`config.mk`:
```
export PLATFORM = sky130hd
export DESIGN_NAME = fpm_norm_round
export DESIGN_NICKNAME = d
export VERILOG_FILES = /design/src/rtl/fpm_norm_round.sv
export SDC_FILE = /design/constraint.sdc
export NUM_CORES = 1
export LEC_CHECK = 0
export ABC_CLOCK_PERIOD_IN_PS = 4820
export CORE_MARGIN = 8
export CORE_UTILIZATION = 47
export DETAILED_ROUTE_END_ITERATION = 7
export PLACE_DENSITY = 0.77
export REMOVE_ABC_BUFFERS = 1
export SYNTH_ARGS = -nofsm -noshare
export SYNTH_HDL_FRONTEND = slang
export SYNTH_SLANG_ARGS = --single-unit
```
`constraint.sdc`:
```
create_clock -name clk -period 4.82 [get_ports clk]
set_input_delay 1.205 -clock clk [delete_from_list [all_inputs] [get_ports clk]]
set_output_delay 1.205 -clock clk [all_outputs]
set_load 0.02 [all_outputs]
```
`src/rtl/fpm_norm_round.sv`:
```
// fpm_norm_round: normalise, round-to-nearest-even and pack the FP multiplier product into IEEE-754 single precision.
module fpm_norm_round #(
    parameter int          EXP_W       = 10,
    parameter logic [31:0] NAN_PATTERN = 32'h7FC00000
) (
    input  logic             clk,
    input  logic             rst,
    input  logic             in_valid,
    output logic             in_ready,
    input  logic             sign,
    input  logic [EXP_W-1:0] exp_in,
    input  logic [47:0]      mant,
    input  logic             in_zero,
    input  logic             in_inf,
    input  logic             in_nan,
    output logic             out_valid,
    input  logic             out_ready,
    output logic [31:0]      result,
    output logic             overflow,
    output logic             underflow,
    output logic             inexact
);
    localparam logic signed [EXP_W:0] EMAX = (EXP_W+1)'(255);
    localparam logic signed [EXP_W:0] EMIN = '0;

    logic                    s1_valid_q, s1_sign_q, s1_guard_q, s1_sticky_q;
    logic                    s1_zero_q, s1_inf_q, s1_nan_q;
    logic [22:0]             s1_frac_q, s1_frac_d;
    logic                    s1_guard_d, s1_sticky_d;
    logic signed [EXP_W:0]   s1_exp_q, s1_exp_d;
    logic                    s2_valid_q, overflow_q, underflow_q, inexact_q;
    logic [31:0]             result_q, result_d;
    logic                    overflow_d, underflow_d, inexact_d;
    logic                    s1_adv, s2_adv, round_up, special;
    logic [23:0]             sum;
    logic signed [EXP_W:0]   e2;

    assign s2_adv   = !s2_valid_q || out_ready;
    assign s1_adv   = !s1_valid_q || s2_adv;
    assign in_ready = s1_adv;

    always_comb begin
        s1_frac_d   = mant[47] ? mant[46:24] : mant[45:23];
        s1_guard_d  = mant[47] ? mant[23] : mant[22];
        s1_sticky_d = mant[47] ? |mant[22:0] : |mant[21:0];
        s1_exp_d    = $signed({exp_in[EXP_W-1], exp_in}) + $signed({{EXP_W{1'b0}}, mant[47]});
        round_up    = s1_guard_q & (s1_sticky_q | s1_frac_q[0]);
        sum         = {1'b0, s1_frac_q} + {23'b0, round_up};
        // a carry out of the rounded fraction leaves sum[22:0] all zero, exactly the renormalised fraction
        e2          = s1_exp_q + $signed({{EXP_W{1'b0}}, sum[23]});
        special     = s1_nan_q | s1_inf_q | s1_zero_q;
        overflow_d  = !special && (e2 >= EMAX);
        underflow_d = !special && !overflow_d && (e2 <= EMIN);
        inexact_d   = overflow_d | underflow_d | (!special & (s1_guard_q | s1_sticky_q));
        result_d    = (s1_nan_q | (s1_inf_q & s1_zero_q)) ? NAN_PATTERN :
                      (s1_inf_q | overflow_d)             ? {s1_sign_q, 8'hFF, 23'h0} :
                      (s1_zero_q | underflow_d)           ? {s1_sign_q, 31'h0} :
                                                            {s1_sign_q, e2[7:0], sum[22:0]};
    end

    always_ff @(posedge clk or posedge rst) begin
        if (rst) begin
            s1_valid_q  <= 1'b0;
            s1_sign_q   <= 1'b0;
            s1_frac_q   <= '0;
            s1_guard_q  <= 1'b0;
            s1_sticky_q <= 1'b0;
            s1_exp_q    <= '0;
            s1_zero_q   <= 1'b0;
            s1_inf_q    <= 1'b0;
            s1_nan_q    <= 1'b0;
            s2_valid_q  <= 1'b0;
            result_q    <= '0;
            overflow_q  <= 1'b0;
            underflow_q <= 1'b0;
            inexact_q   <= 1'b0;
        end else begin
            if (s1_adv) begin
                s1_valid_q  <= in_valid;
                s1_sign_q   <= sign;
                s1_frac_q   <= s1_frac_d;
                s1_guard_q  <= s1_guard_d;
                s1_sticky_q <= s1_sticky_d;
                s1_exp_q    <= s1_exp_d;
                s1_zero_q   <= in_zero;
                s1_inf_q    <= in_inf;
                s1_nan_q    <= in_nan;
            end
            if (s2_adv) begin
                s2_valid_q  <= s1_valid_q;
                result_q    <= result_d;
                overflow_q  <= overflow_d;
                underflow_q <= underflow_d;
                inexact_q   <= inexact_d;
            end
        end
    end

    assign out_valid = s2_valid_q;
    assign result    = result_q;
    assign overflow  = overflow_q;
    assign underflow = underflow_q;
    assign inexact   = inexact_q;
endmodule

```
==> impl_metrics.tcl <==
set metrics [dict create \
    status "complete, no violations" \
    min_to "overflow" \
    hold_buffers 0 \
    fillers 738 \
    tightest_slew_ns 0.962 \
    finish.utilization_pct 62.8 \
    grt-ovfl-total 0 \
    max_stage_delay_ns 0.56 \
    first_pass_iters 4 \
    ant_nets 0 \
    ys_ff_latch 77 \
    synth_flop_cell "dfrtp_1" \
    fp-row-count 34 \
    grt_usage_pct 18.0 \
    antenna_found_initial 0 \
    crit_top_cell "ha_1" \
    clock_insertion_delay_worst_skew_ns 0.34 \
    slew-limit-headroom_pct 35.8 \
    chipHeight_um 110 \
    grt_pass1_wl_um 17200 \
    power.density_nw_per_um2 294 \
    cts_max_level 3 \
    area_delta_synth_final_pct 30.9 \
    path_clk_slew_ns 0.08 \
    cp-end-kind "flip-flop" \
    yosys_warnings 0 \
    r2r_slack_ns 0.92 \
    worst-path-buf-inv 0 \
    drc_errors 0 \
    async_flop_share_pct 100 \
    crit_type "reg -> reg" \
    fmax_mhz 257 \
    dr_total_vias 3456 \
    slew_viol_final 0 \
    startpoint_type "flip-flop" \
    cts_num_sinks 77 \
    synth_area_per_cell_um2 9.56 \
    nets 599 \
    leakagePower_nw 2.18 \
    diodes 0 \
    rsz0062_at_grt "false" \
    cts_root_buffer "clkbuf_8" \
    cts_resized 0 \
    holdPathStages 2 \
    ioPinCount 103 \
    grt_pass1_vias 3563 \
    initial_core_util_pct 48.0 \
    critPathRequiredTime_ns 5.05 \
    ir_worst_vdd_v 0.000204 \
    coreArea_um2 8640 \
    regToRegEndpoint "result[23]" \
    die_w_um 110 \
    die_area_um2 12100 \
    cts_made_buffers 9 \
    tritoncts "yes" \
    clock_skew_ns 0.00800 \
    fin_crit_ns 3.90 \
    critPathTopFamily "simple AND/OR/NAND/NOR gates" \
    r2r_start "s1_sticky_q" \
    critPathArrivalTime_ns 4.12 \
    dp.cells 624 \
    grt_max_degree 77 \
    layout-drive-gt1-share_pct 6.39 \
    synth_cell_types 52 \
    cp_cell_sequence "o21a_1, ha_1, and4_1, nand3_1, nor3_1, ha_1, ha_1, nand3_1, or4_4, o311ai_4, a41oi_2, o211a_1, o22a_1" \
    finalSetupViolations 0 \
    wl_per_cell_um 16.2 \
    syn_inst 433 \
    crit_fanout 11 \
    drt_wl_total_um 10400 \
    maxCapViolCount 0 \
    synth_edf_count 0 \
    r2r_cells 13 \
    viasPerCell 5.40 \
    ys_seq_area_share_pct 46.5 \
    cts_buffer_depth 2 \
    hold_violations 0 \
    fin_crit_sh_pct 80.9 \
    port_buffers 102 \
    fin_cells 640 \
    worstHoldStart "overflow" \
    fin_setup_tns_ns 0 \
    yosysTopAreaCell "dfrtp_1" \
    min_path_type "reg -> reg" \
    syn_area_um2 4140 \
    drt_iter0_markers 187 \
    synth_top_area_share_pct 46.5 \
    place_hpwl_um 7940 \
    cts_setup_buffers 0 \
    slowest_stage "or4_4" \
    place_congestion 0.854 \
    synthTopCellsByArea "dfrtp_1 (47%), mux2i_1 (5.8%), nor2_1 (5.2%), a21oi_1 (4.7%), xnor2_1 (4.2%)" \
]
worst min-delay path: stages (launching register included):
cell,delay [ns]
dfrtp_1,0.35
nand2_1,0.05
nand2_1,0.06
final cells by class:
class	instances	area [um^2]	area share, %
multi-input cells	325	2070	38.2
flip-flops and latches	77	1930	35.5
inverters	7	26.3	0.485
repair buffers	107	1060	19.5
well taps	108	135	2.49
clock buffers	13	159	2.93
clock inverters	3	43.8	0.808
per-stage QoR:
stage	cell area [um^2]	setup WS (ns)	total power, mW	hold slack, ns
final	5420	0.923	1.59	0.484
after global routing	5420	0.647	1.68	0.504
after CTS	5420	0.933	1.61	0.491
after detailed placement	5220	0.944	1.11	0.472
after global placement	5220	0.983	1.10	0.465
after floorplan	4020	0.796	0.954	0.435
layer usage:
metal	vias up	global-route usage, %	share of wire, %
met1	1667	21.6	42
met4	0	6.08	1.2
li1	1698	-	-
met5	-	0	0
met2	82	31.7	53
met3	9	3.28	4.1
cells by family after synthesis:
logic type,after synthesis,share of synthesized area [%]
and+or+nand+nor,167,20.4
AOI/OAI and AO/OA,88,13.2
xor gates and xnor gates,35,7.40
buffers and inverters,31,3.47
DFF,77,46.5
adders and majority gates,6,1.81
muxes,29,7.16
report_power, final:
part	total [mW]	leakage (nW)	internal, mW	switching (mW)
Clock	0.496	0.104	0.268	0.228
Combinational	0.328	1.15	0.164	0.164
Sequential	0.770	0.925	0.703	0.0672
Total	1.59	2.18	1.14	0.459
sequential cells by signal, summed over array words and instances (netlist names):
signal and cells:
inexact 1, s1_nan_q 1, underflow 1, s1_guard_q 1, s1_sticky_q 1, out_valid 1, s1_inf_q 1, s1_frac_q 23
s1_zero_q 1, s1_exp_q 11, overflow 1, result 32, s1_valid_q 1, s1_sign_q 1
cells in the mapped netlist (7+ instances only):
library cell and instances:
inv_1 7, o21ai_1 24, buf_1 7, nand2_1 45, xnor2_1 20, nand3_1 16
mux2i_1 24, nor2_1 57, xor2_1 15, nand4_1 7, a21oi_1 39, dfrtp_1 77
clkbuf_1 9
how the worst max path moves through the flow:
stage,startpoint,end,slack [ns],cells after the start
after floorplan,out_ready,in_ready,0.80,2
after global placement,out_ready,in_ready,0.98,4
after detailed placement,s1_sticky_q,result[23],0.94,13
after CTS,s1_sticky_q,result[23],0.93,13
after global routing,s1_sticky_q,result[26],0.65,13
final,s1_sticky_q,result[23],0.92,13
cells in the final DEF (no fill, tap or decap), types with 2 or more instances in the layout:
cell type | netlist | layout
or4_1 | 2 | 2
nand3_1 | 16 | 16
nand2_1 | 45 | 44
dfrtp_1 | 77 | 77
mux2_1 | 5 | 5
o21ai_1 | 24 | 24
o211a_1 | 2 | 2
nor4_1 | 5 | 5
ha_1 | 6 | 6
clkbuf_8 | 0 | 11
buf_4 | 2 | 5
clkdlybuf4s50_1 | 0 | 102
xor2_1 | 15 | 15
nor2_1 | 57 | 57
o211ai_1 | 3 | 3
or3_1 | 3 | 3
clkbuf_1 | 9 | 2
xnor2_1 | 20 | 20
o21ai_0 | 6 | 6
and4_1 | 4 | 4
a21oi_1 | 39 | 39
inv_1 | 7 | 6
mux2i_1 | 24 | 24
o22a_1 | 2 | 2
or4_4 | 3 | 3
and3_1 | 4 | 4
nand4_1 | 7 | 7
nand2b_1 | 5 | 5
nor3_1 | 6 | 6
(Power assumes the default switching activity.)
